===== src/rtl/quad_frontend.sv =====
// rtl/quad_frontend.sv - quadrature encoder pin conditioning: sync, glitch filter, step/dir/err decode
// Sits between the raw encoder pins and hba_quad.

module quad_pin_filter #(
  parameter int FILTER_CYCLES = 4
) (
  input  logic clk,
  input  logic reset,
  input  logic i_pin,
  output logic o_filt
);

  localparam logic [7:0] FLT_LAST = 8'(FILTER_CYCLES - 1);

  logic       r_s1;
  logic       r_s2;
  logic [7:0] r_cnt;
  logic       r_filt;

  always_ff @(posedge clk or posedge reset) begin
    if (reset) begin
      r_s1   <= 1'b0;
      r_s2   <= 1'b0;
      r_cnt  <= 8'd0;
      r_filt <= 1'b0;
    end else begin
      r_s1 <= i_pin;
      r_s2 <= r_s1;
      // Any return to equality restarts the stability count.
      if (r_s2 == r_filt) begin
        r_cnt <= 8'd0;
      end else if (r_cnt == FLT_LAST) begin
        r_filt <= r_s2;
        r_cnt  <= 8'd0;
      end else begin
        r_cnt <= r_cnt + 8'd1;
      end
    end
  end

  assign o_filt = r_filt;

endmodule

module quad_frontend #(
  parameter int NUM_CH        = 2,
  parameter int FILTER_CYCLES = 4,
  parameter int ERR_W         = 8
) (
  input  logic                    clk,
  input  logic                    reset,
  input  logic [NUM_CH-1:0]       enc_a,
  input  logic [NUM_CH-1:0]       enc_b,
  input  logic [NUM_CH-1:0]       err_clr,
  output logic [NUM_CH-1:0]       a_filt,
  output logic [NUM_CH-1:0]       b_filt,
  output logic [NUM_CH-1:0]       step,
  output logic [NUM_CH-1:0]       dir,
  output logic [NUM_CH-1:0]       err,
  output logic [NUM_CH*ERR_W-1:0] err_cnt,
  output logic                    ready
);

  localparam logic [8:0] INIT_LAST = 9'(FILTER_CYCLES + 2);

  typedef enum logic {
    ST_INIT = 1'b0,
    ST_RUN  = 1'b1
  } state_t;

  state_t     r_state;
  state_t     w_state_nxt;
  logic [8:0] r_init_cnt;
  logic [8:0] w_init_cnt_nxt;
  logic       w_run;

  always_ff @(posedge clk or posedge reset) begin
    if (reset) begin
      r_state    <= ST_INIT;
      r_init_cnt <= 9'd0;
    end else begin
      r_state    <= w_state_nxt;
      r_init_cnt <= w_init_cnt_nxt;
    end
  end

  // INIT lasts long enough for power-up pin levels to reach the filtered outputs.
  always_comb begin
    w_state_nxt    = r_state;
    w_init_cnt_nxt = r_init_cnt;
    case (r_state)
      ST_INIT: begin
        if (r_init_cnt == INIT_LAST) begin
          w_state_nxt = ST_RUN;
        end else begin
          w_init_cnt_nxt = r_init_cnt + 9'd1;
        end
      end
      ST_RUN: begin
        w_state_nxt = ST_RUN;
      end
      default: begin
        w_state_nxt = ST_INIT;
      end
    endcase
  end

  assign w_run = (r_state == ST_RUN);
  assign ready = w_run;

  for (genvar g = 0; g < NUM_CH; g++) begin : g_ch
    logic             r_step;
    logic             r_dir;
    logic             r_err;
    logic [1:0]       r_prev;
    logic [ERR_W-1:0] r_err_cnt;
    logic [1:0]       w_cur;
    logic [1:0]       w_cur_pos;
    logic [1:0]       w_prev_pos;
    logic [1:0]       w_delta;
    logic             w_fwd;
    logic             w_rev;
    logic             w_bad;

    quad_pin_filter #(.FILTER_CYCLES(FILTER_CYCLES)) u_flt_a (
      .clk    (clk),
      .reset  (reset),
      .i_pin  (enc_a[g]),
      .o_filt (a_filt[g])
    );

    quad_pin_filter #(.FILTER_CYCLES(FILTER_CYCLES)) u_flt_b (
      .clk    (clk),
      .reset  (reset),
      .i_pin  (enc_b[g]),
      .o_filt (b_filt[g])
    );

    // Gray {a,b} to position 0..3: forward is +1, reverse is -1, +2 is a skipped state.
    assign w_cur      = {a_filt[g], b_filt[g]};
    assign w_cur_pos  = {w_cur[1], w_cur[1] ^ w_cur[0]};
    assign w_prev_pos = {r_prev[1], r_prev[1] ^ r_prev[0]};
    assign w_delta    = w_cur_pos - w_prev_pos;
    assign w_fwd      = w_run && (w_delta == 2'd1);
    assign w_rev      = w_run && (w_delta == 2'd3);
    assign w_bad      = w_run && (w_delta == 2'd2);

    always_ff @(posedge clk or posedge reset) begin
      if (reset) begin
        r_prev    <= 2'b00;
        r_step    <= 1'b0;
        r_dir     <= 1'b0;
        r_err     <= 1'b0;
        r_err_cnt <= '0;
      end else begin
        r_prev <= w_cur;
        r_step <= w_fwd | w_rev;
        r_err  <= w_bad;
        if (w_fwd) begin
          r_dir <= 1'b1;
        end else if (w_rev) begin
          r_dir <= 1'b0;
        end
        if (err_clr[g]) begin
          r_err_cnt <= '0;
        end else if (w_bad && (r_err_cnt != {ERR_W{1'b1}})) begin
          r_err_cnt <= r_err_cnt + 1'b1;
        end
      end
    end

    assign step[g]                 = r_step;
    assign dir[g]                  = r_dir;
    assign err[g]                  = r_err;
    assign err_cnt[g*ERR_W +: ERR_W] = r_err_cnt;
  end

endmodule


===== config.mk =====
export PLATFORM = sky130hd
export DESIGN_NAME = quad_frontend
export DESIGN_NICKNAME = d
export VERILOG_FILES = /design/src/rtl/quad_frontend.sv
export SDC_FILE = /design/constraint.sdc
export NUM_CORES = 1
export LEC_CHECK = 0
export ABC_AREA = 0
export BUFFER_PORTS_ARGS = -buffer_cell sky130_fd_sc_hd__buf_2
export CAP_MARGIN = 10
export CELL_PAD_IN_SITES_DETAIL_PLACEMENT = 1
export CELL_PAD_IN_SITES_GLOBAL_PLACEMENT = 1
export CORE_ASPECT_RATIO = 1.2
export CORE_MARGIN = 5
export CORE_UTILIZATION = 41
export DETAILED_ROUTE_END_ITERATION = 10
export GPL_ROUTABILITY_DRIVEN = 0
export MAX_ROUTING_LAYER = met4
export PLACE_DENSITY = 0.76
export SLEW_MARGIN = 0
export SYNTH_ARGS = -nofsm -noshare
export SYNTH_HDL_FRONTEND = slang
export SYNTH_SLANG_ARGS = --single-unit

===== constraint.sdc =====
create_clock -name clk -period 2.75 [get_ports clk]
set_clock_uncertainty 0.15 [all_clocks]
set_input_delay 0.4125 -clock clk [delete_from_list [all_inputs] [get_ports clk]]
set_output_delay 0.4125 -clock clk [all_outputs]
set_load 0.01 [all_outputs]

==> results.md, run 1 <==
- Clock tree buffer depth: 2
- Post-synth cell types: 36
- Core box area: 8657 um^2
- Die width: 96.34 um
- Worst-Margin Slew: 0.6381 ns
- Crit path required time: 2.84 ns
- Post-DP HPWL: 5247 um
- Final hold vios: 0
- CTS tree: done
- WP data arrival: 2.31 ns
- Setup bufs post-CTS: 0
- Placed cells: 471
- Layout Cells excl Fill: 492
- Worst reg2reg path depth: 6
- Syn Inst Count: 331
- Die height: 113.6 um
- Setup WS post-layout: 0.5324 ns
- Final nets: 392
- Worst flop-to-flop path startpoint: g_ch[1].u_flt_a.o_filt
- Peak supply drop: 0.5701 mV
- CP peak stage delay: 0.47 ns
- Post-synthesis cell area: 3667 um^2
- DRT Pass-1 Iters: 4
- Vias/cell: 5.258
- Synthesized area per cell: 11.08 um^2
- Initial antenna violation count: 0
- Setup crit start kind: flop
- Sequential share of the synthesized area: 0.5459
- Total track usage: 0.1555
- Max-capacitance violation count: 0
- Setup WS pre-CTS: 0.5283 ns
- # port buffers: 34
- Max-slew headroom at the worst pin: 0.5715
- Vias in the first global route: 2781
- CP Max Fanout: 6
- Area share of the largest cell type after synthesis: 0.5459
- Clk root buf: clkbuf_8
- Drt total wl: 7487 um
- Synth Register Bits: 80
- Layout cell share with drive strength beyond 1: 0.1653
- Die ar.: 10940 um^2
- Area delta synth->final: 13.89%
- Origin of the worst setup path: g_ch[1].u_flt_a.o_filt
- CP Class: flop to flop
- Antenna-violating nets left: 0
- Clock transition at path regs: 0.09 ns
- DRC: 0
- Clk Latency, worst-skew pair: 0.36 ns
- Largest area contributor in the netlist: dfrtp_1
- Final worst path period share: 0.8064
- N_diodes: 0
- Power Density: 873.2 nW/um^2
- Unrepaired setup endpoints after global routing: no
- Starting Density: 0.4236
- Status: completed
- CTS Sinks: 80
- Crit-path cells: xnor2_1 > ha_1 > nand2_1 > a211oi_4 > nor2b_1 > mux2_2
- Cell Area, Placed: 3923 um^2
- Reg2Reg Setup Slack: 0.53 ns
- Synth area leaders: dfrtp_1 55%, xor2_1 7.4%, ha_1 4.8%
- Largest net degree at the start of global routing: 62
- Iteration-0 DRC Markers: 43
- Post-route cell area: 4177 um^2
- Num rows: 37
- Setup TNS: 0 ns
- Vias post-DR: 2587
- Min-delay worst type: primary input to flop
- Syn. warnings: 0
- CP Capture Type: flop
- Grt total ovfl: 0
- WL/cell: 15.22 um
- P_leak: 1.959 nW
- R2R Path End: g_ch[1].r_err_cnt[5]
- CTS buffer count: 9
- Tmin final: 2.218 ns
- Final Setup Violations: 0
- First-pass GRT wire length: 13030 um
- Maximum clock rate: 450.9 MHz
- Slowest-stage cell, CP: dfrtp_1
- Final Power: 3.647 mW
- CP endpoint: g_ch[1].r_err_cnt[5]
- Syn nets: 353
- # IOs: 35
- H-tree levels: 3
- Max Transition Viols Final: 0
[layer usage]
layer  share of wire  track usage  up-vias
met2            0.52       0.2561       39
met3           0.035      0.03364       16
met4           0.019      0.06922        0
met1            0.43       0.1805     1316
li1                -            -     1216
met5               0            -        -
[synth_stat cells, drive strengths merged]
library cell	n
dfrtp	80
nor2	41
xor2	32
nand3	30
and3	17
nand2	16
ha	14
xnor2	14
buf	11
nor3	10
a21oi	8
inv	8
mux2	6
nor2b	6
nor4b	6
nand4	4
o21ai	4
o311ai	3
o41ai	3
or3	3
a211oi	2
nor4	2
o21a	2
a2111oi	1
a31o	1
and4	1
clkbuf	1
mux2i	1
nand2b	1
nand3b	1
o31ai	1
or4	1
[cell type report]
class,instances,area [um^2]
flip-flops and latches,80,2002
clock inverters,7,80.08
clock buffers,9,123.9
repair buffers,40,240.2
fillers,977,4481
multi-input cells,231,1553
well taps,117,146.4
inverters,8,31.28
[kinds of logic (layout without fill, tap and decap cells)]
logic type      Yosys count  after routing  synth area share
mux                       7              7           0.02115
fa+ha+maj                14             14           0.04777
xor+xnor                 46             46            0.1119
flops                    80             80            0.5459
buf+inv                  20             64           0.03070
compound gates           25             25           0.04913
simple gates            139            139            0.1935
[worst min-delay path by stage]
stage | from | endpoint | slack, ns | cells past startpoint
3_3_place_gp | g_ch[0].u_flt_a.r_s1 | g_ch[0].u_flt_a.r_s2 | 0.18 | 0
2_1_floorplan | g_ch[0].u_flt_a.r_s1 | g_ch[0].u_flt_a.r_s2 | 0.18 | 0
6_report | err_clr[0] | g_ch[0].r_err_cnt[4] | 0.20 | 2
5_1_grt | err_clr[0] | g_ch[0].r_err_cnt[4] | 0.19 | 2
4_1_cts | err_clr[0] | g_ch[0].r_err_cnt[4] | 0.17 | 2
3_5_place_dp | g_ch[0].u_flt_b.r_s1 | g_ch[0].u_flt_b.r_s2 | 0.19 | 0
[layout by cell type (no fill, tap or decap), drive strengths merged, types with 2 or more instances in the layout]
master	count
a211oi	2
a21oi	8
and3	17
buf	35
clkbuf	9
clkinv	3
clkinvlp	2
dfrtp	80
dlygate4sd3	5
ha	14
inv	9
mux2	6
nand2	16
nand3	30
nand4	4
nor2	41
nor2b	6
nor3	10
nor4	2
nor4b	6
o21a	2
o21ai	4
o311ai	3
o41ai	3
or3	3
xnor2	14
xor2	32
[sequential cells by signal, summed over array words and instances (netlist names)]
| register | count |
|---|---|
| g_ch.r_err_cnt | 16 |
| g_ch.u_flt_a.r_cnt | 16 |
| g_ch.u_flt_b.r_cnt | 16 |
| r_init_cnt | 9 |
| g_ch.r_prev | 4 |
| g_ch.r_dir | 2 |
| g_ch.r_err | 2 |
| g_ch.r_step | 2 |
| g_ch.u_flt_a.o_filt | 2 |
| g_ch.u_flt_a.r_s1 | 2 |
| g_ch.u_flt_a.r_s2 | 2 |
| g_ch.u_flt_b.o_filt | 2 |
| g_ch.u_flt_b.r_s1 | 2 |
| g_ch.u_flt_b.r_s2 | 2 |
| ready | 1 |
[power by group]
part	total (mW)	switching [mW]	internal, mW	leakage (nW)
logic	1.15	0.690	0.458	0.818
registers	1.60	0.225	1.38	1.04
clock network	0.896	0.467	0.429	0.0964
total	3.65	1.38	2.26	1.96
[through the flow]
step	hold slack (ns)	util
2_1_floorplan	0.1812	-
3_3_place_gp	0.1817	0.4531
3_5_place_dp	0.1878	0.4531
4_1_cts	0.1703	0.4824
5_1_grt	0.1893	0.4824
6_report	0.1987	0.4824
[what timing repair did]
| action | CTS | global route |
|---|---|---|
| gates resized for setup | 0 | 0 |
| endpoints found under the setup margin | 0 | 0 |
| endpoints found under the hold margin | 23 | 0 |
| hold buffers | 5 | 0 |
[worst max-delay path: cells and delay by family, from the launching register on]
| kind | cells | cell delay [ns] |
|---|---|---|
| flip-flops | 1 | 0.47 |
| multiplexers | 1 | 0.34 |
| adder cells (fa/ha/maj) | 1 | 0.30 |
| AO/OA/AOI/OAI | 1 | 0.35 |
| AND/OR/NAND/NOR | 2 | 0.34 |
| XOR/XNOR | 1 | 0.16 |
Power figures use the tool's default switching activity.
==> run 2: changes to the inputs <==
PLACE_DENSITY = 0.74   (was 0.76)
clock period = 2.3 ns   (was 2.75 ns; I/O delays follow)
==> run 2 against run 1 <==
Maximum frequency up 4.2%. Power is 23% higher. Sequential share of layout area is 0.57 points lower. Setup slack got worse by 0.36 ns. Flip-flop and latch count is the same. Final cell count increased by 0.81%.
==> results.md, run 2 (synthesized netlist as in run 1, its figures left out) <==
- Min-delay worst type: primary input to flop
- Setup bufs post-CTS: 0 (unchanged)
- Vias/cell: 5.214 (-0.84%)
- Post-DP HPWL: 5139 um (-2.1%)
- Drt total wl: 7216 um (-3.6%)
- CP peak stage delay: 0.46 ns (about the same)
- Die ar.: 10940 um^2 (unchanged)
- Clock tree buffer depth: 2 (unchanged)
- Die width: 96.34 um (unchanged)
- Setup crit start kind: flop
- Power Density: 1058 nW/um^2 (+21%)
- CTS Sinks: 80 (unchanged)
- Core box area: 8657 um^2 (unchanged)
- # IOs: 35 (unchanged)
- Final nets: 396 (+1.0%)
- Starting Density: 0.4236 (unchanged)
- CP Max Fanout: 6 (unchanged)
- Clk Latency, worst-skew pair: 0.35 ns (about the same)
- Setup WS post-layout: 0.1709 ns (-0.3615 ns)
- N_diodes: 0 (unchanged)
- Final worst path period share: 0.9257 (+0.1193)
- Layout Cells excl Fill: 496 (+0.81%)
- Crit-path cells: xnor2_1 > ha_1 > nand2_1 > a211oi_4 > nor2b_1 > mux2_2
- Unrepaired setup endpoints after global routing: no
- Clock transition at path regs: 0.08 ns (about the same)
- CP Class: flop to flop
- First-pass GRT wire length: 12810 um (-1.7%)
- Max-capacitance violation count: 0 (unchanged)
- Max-slew headroom at the worst pin: 0.5632 (-0.008301)
- Most common cell after layout, fill and taps aside: dfrtp_1
- Hold_ws: 0.1228 ns (-0.07590 ns)
- WP data arrival: 2.21 ns (-0.10 ns)
- Num rows: 37 (unchanged)
- Placed cells: 475 (+0.85%)
- Vias in the first global route: 2720 (-2.2%)
- Final hold vios: 0 (unchanged)
- Setup WS pre-CTS: 0.1937 ns (-0.3346 ns)
- Final Setup Violations: 0 (unchanged)
- Layout cell share with drive strength beyond 1: 0.1741 (+0.008809)
- DRC: 0 (unchanged)
- Cell Area, Placed: 3955 um^2 (+0.83%)
- WL/cell: 14.55 um (-4.4%)
- Final Power: 4.473 mW (+23%)
- Vias post-DR: 2586 (-0.039%)
- P_leak: 1.991 nW (+1.6%)
- Die height: 113.6 um (unchanged)
- Commonest non-fill, non-tap cells in the layout: 80 x dfrtp_1, 41 x nor2_1, 34 x buf_2, 31 x xor2_1, 29 x nand3_1
- Family with the most delay on the worst path: flip-flops
- Area delta synth->final: 15.25%
- Total track usage: 0.1528 (-0.002708)
- CP Capture Type: flop
- Tmin final: 2.129 ns (-0.08848 ns)
- Largest net degree at the start of global routing: 81 (+31%)
- Grt total ovfl: 0 (unchanged)
- Crit path required time: 2.38 ns (-0.46 ns)
- H-tree levels: 3 (unchanged)
- Layout fillers: 978 (+0.10%)
- Max Transition Viols Final: 0 (unchanged)
- Largest regs: g_ch.r_err_cnt: 16 flops, g_ch.u_flt_a.r_cnt: 16 flops, g_ch.u_flt_b.r_cnt: 16 flops
- Iteration-0 DRC Markers: 63 (+47%)
- # port buffers: 34 (unchanged)
- Crit path buf inv count: 0 (unchanged)
- CTS tree: done
- Setup TNS: 0 ns (unchanged)
- Peak supply drop: 0.6513 mV (+14%)
- Antenna-violating nets left: 0 (unchanged)
- CTS buffer count: 9 (unchanged)
- Worst-Margin Slew: 0.6505 ns (+0.01236 ns)
- Slowest-stage cell, CP: dfrtp_1
- Initial antenna violation count: 0 (unchanged)
- DRT Pass-1 Iters: 4 (unchanged)
- Status: completed
- Layout Utilization: 0.4882 (+0.005781)
- Clk root buf: clkbuf_8
- Post-route cell area: 4227 um^2 (+1.2%)
- Maximum clock rate: 469.7 MHz (+4.2%)
-- run 2: cell types whose count changed in the layout (fill, tap and decap cells not counted), sizes merged --
cell / change
clkbuf: +1
buf: +4
bufinv: +1
inv: -2
-- run 2: final timing paths --
kind	start	endpoint	slack, ns	cells past startpoint
max	g_ch[1].u_flt_a.o_filt	g_ch[1].r_err_cnt[5]	0.17	6
min	err_clr[0]	g_ch[0].r_err_cnt[4]	0.12	2
max reg2reg	g_ch[1].u_flt_a.o_filt	g_ch[1].r_err_cnt[5]	0.17	6
min reg2reg	g_ch[0].u_flt_a.r_s1	g_ch[0].u_flt_a.r_s2	0.20	0
max in group asynchronous	reset	r_init_cnt[3]	1.18	4
min in group asynchronous	reset	g_ch[1].u_flt_b.r_cnt[5]	0.50	4
-- run 2: area by class of cell --
type | instances | area, um^2 | share of cell area
Clock buffer | 10 | 137.6 | 0.03256
Timing Repair Buffer | 44 | 270.3 | 0.06394
Sequential cell | 80 | 2002 | 0.4737
Tap cell | 117 | 146.4 | 0.03464
Clock inverter | 6 | 82.58 | 0.01954
Inverter | 8 | 33.78 | 0.007993
Multi-Input combinational cell | 231 | 1554 | 0.3677
-- run 2: power breakdown --
part | switching [mW] | total, mW | internal, mW
Clock | 0.501 | 1.14 | 0.635
Sequential | 0.231 | 1.88 | 1.65
Combinational | 0.871 | 1.46 | 0.587
-- run 2: what timing repair did --
| item | 4_1_cts | 5_1_grt |
|---|---|---|
| hold buffers | 5 | 0 |
| setup endpoints to repair | 0 | 1 |
| resized for setup | 0 | 1 |
| hold endpoints to repair | 84 | 0 |
-- run 2: layer usage --
metal  vias up  share of wire  global-route usage
met5         -              0                   -
met4         0          0.017             0.05613
met3        11          0.042             0.03958
met2        39           0.51              0.2432
met1      1311           0.43              0.1863
li1       1225              -                   -
==> run 3: changes to the inputs <==
MAX_ROUTING_LAYER = not set   (was met4)
SYNTH_HIERARCHICAL = 1   (was not set)
==> run 3 against run 2 <==
Hold slack better by 0.016 ns. Combinational power is essentially flat. Final cell count increased by 4.2%. Register-to-register slack barely moved. Flip-flop and latch count is the same. Power shrank 0.88%. Count of clock-buffer cells in the layout is the same. Global-route usage shrank 0.58 points. Sequential share of layout area is 1.4 points lower. Critical path depth is the same. Critical path type unchanged. Largest cell class unchanged. Highest routed layer unchanged.
==> results.md, run 3 <==
- Starting Density: 0.4180 (-0.005611)
- Final hold vios: 0 (unchanged)
- Slowest-stage cell, CP: dfrtp_1
- CTS buffer count: 9 (unchanged)
- Layout cell share with drive strength beyond 1: 0.1814 (+0.007218)
- Largest net degree at the start of global routing: 26 (-68%)
- Worst flop-to-flop path startpoint: g_ch[0].u_flt_a/o_filt
- Crit path buf inv count: 0 (unchanged)
- CTS Sinks: 80 (unchanged)
- Num rows: 38 (+2.7%)
- Unrepaired setup endpoints after global routing: no
- Layout fillers: 1014 (+3.7%)
- WL/cell: 15.10 um (+3.8%)
- Top_reg_cell synth: dfrtp_1
- Maximum clock rate: 471.7 MHz (+0.42%)
- Most common cell in the netlist: dfrtp_1
- Iteration-0 DRC Markers: 92 (+46%)
- Syn nets: 369 (+4.5%)
- Synth Register Bits: 80 (unchanged)
- Crit path top cell by count: and2_1
- Max-capacitance violation count: 0 (unchanged)
- Area share of the largest cell type after synthesis: 0.5302 (-0.01574)
- # port buffers: 34 (unchanged)
- # IOs: 35 (unchanged)
- Vias/cell: 5.176 (-0.72%)
- Core box area: 9034 um^2 (+4.4%)
- Area taken by flip-flops and latches: 2002 um^2 (unchanged)
- Post-synthesis cell area: 3776 um^2 (+3.0%)
- Initial antenna violation count: 0 (unchanged)
- Worst-Margin Slew: 0.5316 ns (-0.1189 ns)
- Die ar.: 11240 um^2 (+2.7%)
- N_diodes: 0 (unchanged)
- Status: completed
- Largest regs: g_ch.r_err_cnt: 16 flops, g_ch.u_flt_a/r_cnt: 16 flops, g_ch.u_flt_b/r_cnt: 16 flops
- Origin of the worst setup path: g_ch[0].u_flt_a/o_filt
- Die width: 97.61 um (+1.3%)
- Vias in the first global route: 2855 (+5.0%)
- H-tree levels: 3 (unchanged)
- Crit path required time: 2.40 ns (+0.02 ns)
- Crit-path cells: xnor2_1 > ha_1 > and2_1 > and2_1 > a21boi_2 > mux2_2
- Top post-synthesis cells by count: 80 x dfrtp_1, 34 x nor2_1, 22 x nand3_1
- Number of synthesized flops with an enable pin: 0 (unchanged)
- Placed cells: 496 (+4.4%)
- Area delta synth->final: 15.27% (about the same)
- DRT Pass-1 Iters: 4 (unchanged)
- Clock transition at path regs: 0.08 ns (about the same)
- Vias post-DR: 2676 (+3.5%)
- Largest area contributor in the netlist: dfrtp_1
- Psw: 1.564 mW (-2.5%)
- Family with the most delay on the worst path: flip-flops
- Hold_ws: 0.1386 ns (+0.01584 ns)
- Setup bufs post-CTS: 0 (unchanged)
- Setup crit start kind: flop
- Layout Utilization: 0.4819 (-0.006365)
- Final Setup Violations: 0 (unchanged)
- Synth area leaders: dfrtp_1 53%, ha_1 4.6%, xnor2_1 4.2%
- Sequential share of the synthesized area: 0.5302 (-0.01574)
- CP Capture Type: flop
- Most common cell after layout, fill and taps aside: dfrtp_1
- Final Power: 4.433 mW (-0.88%)
- Die height: 115.1 um (+1.3%)
- Power Density: 1018 nW/um^2 (-3.8%)
- Post-DP HPWL: 5826 um (+13%)
- Antenna-violating nets left: 0 (unchanged)
- HP Start: err_clr[1]
- Layout Cells excl Fill: 517 (+4.2%)
- WP data arrival: 2.22 ns (about the same)
- Final nets: 414 (+4.5%)
- CTS tree: done
- Syn. warnings: 6 (+6)
- Grt total ovfl: 0 (unchanged)
- First-pass GRT wire length: 13380 um (+4.5%)
- Post-synth ARST share: 1.000 (unchanged)
- Total track usage: 0.1470 (-0.005813)
- Peak supply drop: 0.5170 mV (-21%)
- Internal: 2.870 mW (about the same)
- Min-delay worst type: primary input to flop
- Combinational Power Share: 0.322 (-0.004)
- Max Transition Viols Final: 0 (unchanged)
- CP Max Fanout: 6 (unchanged)
- Clock power frac: 0.250 (-0.004)
- Clock tree buffer depth: 2 (unchanged)
- Drt total wl: 7809 um (+8.2%)
- CP Class: flop to flop
- CP peak stage delay: 0.47 ns (about the same)
- Synthesized area per cell: 10.88 um^2 (-1.8%)
- Clk Latency, worst-skew pair: 0.35 ns (about the same)
- Commonest non-fill, non-tap cells in the layout: 80 x dfrtp_1, 34 x nor2_1, 34 x buf_2, 22 x nand3_1, 18 x xnor2_1
- Setup TNS: 0 ns (unchanged)
- Post-synth cell types: 40 (+11%)
- Final worst path period share: 0.9218 (-0.003891)
- Syn Inst Count: 347 (+4.8%)
- Sequential power share: 0.428 (+0.008)
- Tmin final: 2.120 ns (-0.008950 ns)
- Area of the multi-input gates: 1674 um^2 (+7.7%)
- Net Sw Frac: 0.3527 (-0.005801)
- DRC: 0 (unchanged)
- Max-slew headroom at the worst pin: 0.6452 (+0.08196)
- P_leak: 1.995 nW (+0.23%)
- Clk root buf: clkbuf_8
[run 3: cell count changes in the layout (fill, tap and decap cells not counted), moves of 8 or more]
cell | previous run | this run
o21ai_0 | 4 | 13
a21oi_1 | 8 | 16
inv_1 | 7 | 16
and3_1 | 17 | 4
or3_1 | 3 | 13
xor2_1 | 31 | 16
[run 3: routing by layer]
| layer | share of wire | wire length (um) | GRT usage | vias to the layer above |
|---|---|---|---|---|
| li1 | - | - | - | 1294 |
| met1 | 0.42 | 3315 | 0.1657 | 1334 |
| met2 | 0.51 | 4010 | 0.2620 | 36 |
| met3 | 0.041 | 317 | 0.03762 | 12 |
| met4 | 0.021 | 165 | 0.06833 | 0 |
| met5 | 0 | 0 | 0 | - |
[run 3: cell families (layout without fill, tap and decap cells)]
group | count (synthesis) | after routing | synth area share
adders and majority gates | 14 | 14 | 0.04639
AOI/OAI and AO/OA | 50 | 50 | 0.08582
muxes | 10 | 10 | 0.02849
and+or+nand+nor | 135 | 135 | 0.2005
xor gates and xnor gates | 34 | 34 | 0.07886
DFF | 80 | 80 | 0.5302
buffers and inverters | 24 | 74 | 0.02982
[run 3: metrics by stage]
stage	area (um^2)	setup slack, ns
3_3_place_gp	4079	0.2098
6_report	4353	0.1799
4_1_cts	4340	0.09855
5_1_grt	4353	0.05000
3_5_place_dp	4079	0.1184
2_1_floorplan	3776	0.1684
[run 3: path summary, 6_finish.rpt]
kind | slack [ns] | cells after the start | to
max in group asynchronous | 1.02 | 4 | g_ch[0].r_err_cnt[3]
worst max register to register | 0.18 | 6 | g_ch[0].r_err_cnt[0]
worst min-delay path | 0.14 | 2 | g_ch[1].r_err_cnt[2]
min in group asynchronous | 0.42 | 3 | g_ch[1].u_flt_a/r_s2
worst min register to register | 0.20 | 0 | g_ch[1].u_flt_a/r_s2
worst max-delay path | 0.18 | 6 | g_ch[0].r_err_cnt[0]
[run 3: area by class of cell]
type,count,area share
clock buffers,10,0.02932
clock inverters,6,0.01926
inverters,16,0.01380
multi-input cells,243,0.3846
flip-flops and latches,80,0.4599
well taps,120,0.03449
repair buffers,42,0.05864
[run 3: what timing repair did]
item	in CTS	in global routing
endpoints found under the setup margin	0	1
hold endpoints to repair	59	0
resized for setup	0	1
hold buffers	5	0
[run 3: power groups by stage]
stage,Sequential (mW),Clock (mW),Combinational (mW)
floorplan,1.91,0,1.06
global placement,1.91,0,1.38
detailed placement,1.93,0,1.43
CTS,1.90,1.16,1.45
global route,1.94,1.21,1.61
finish,1.90,1.11,1.43
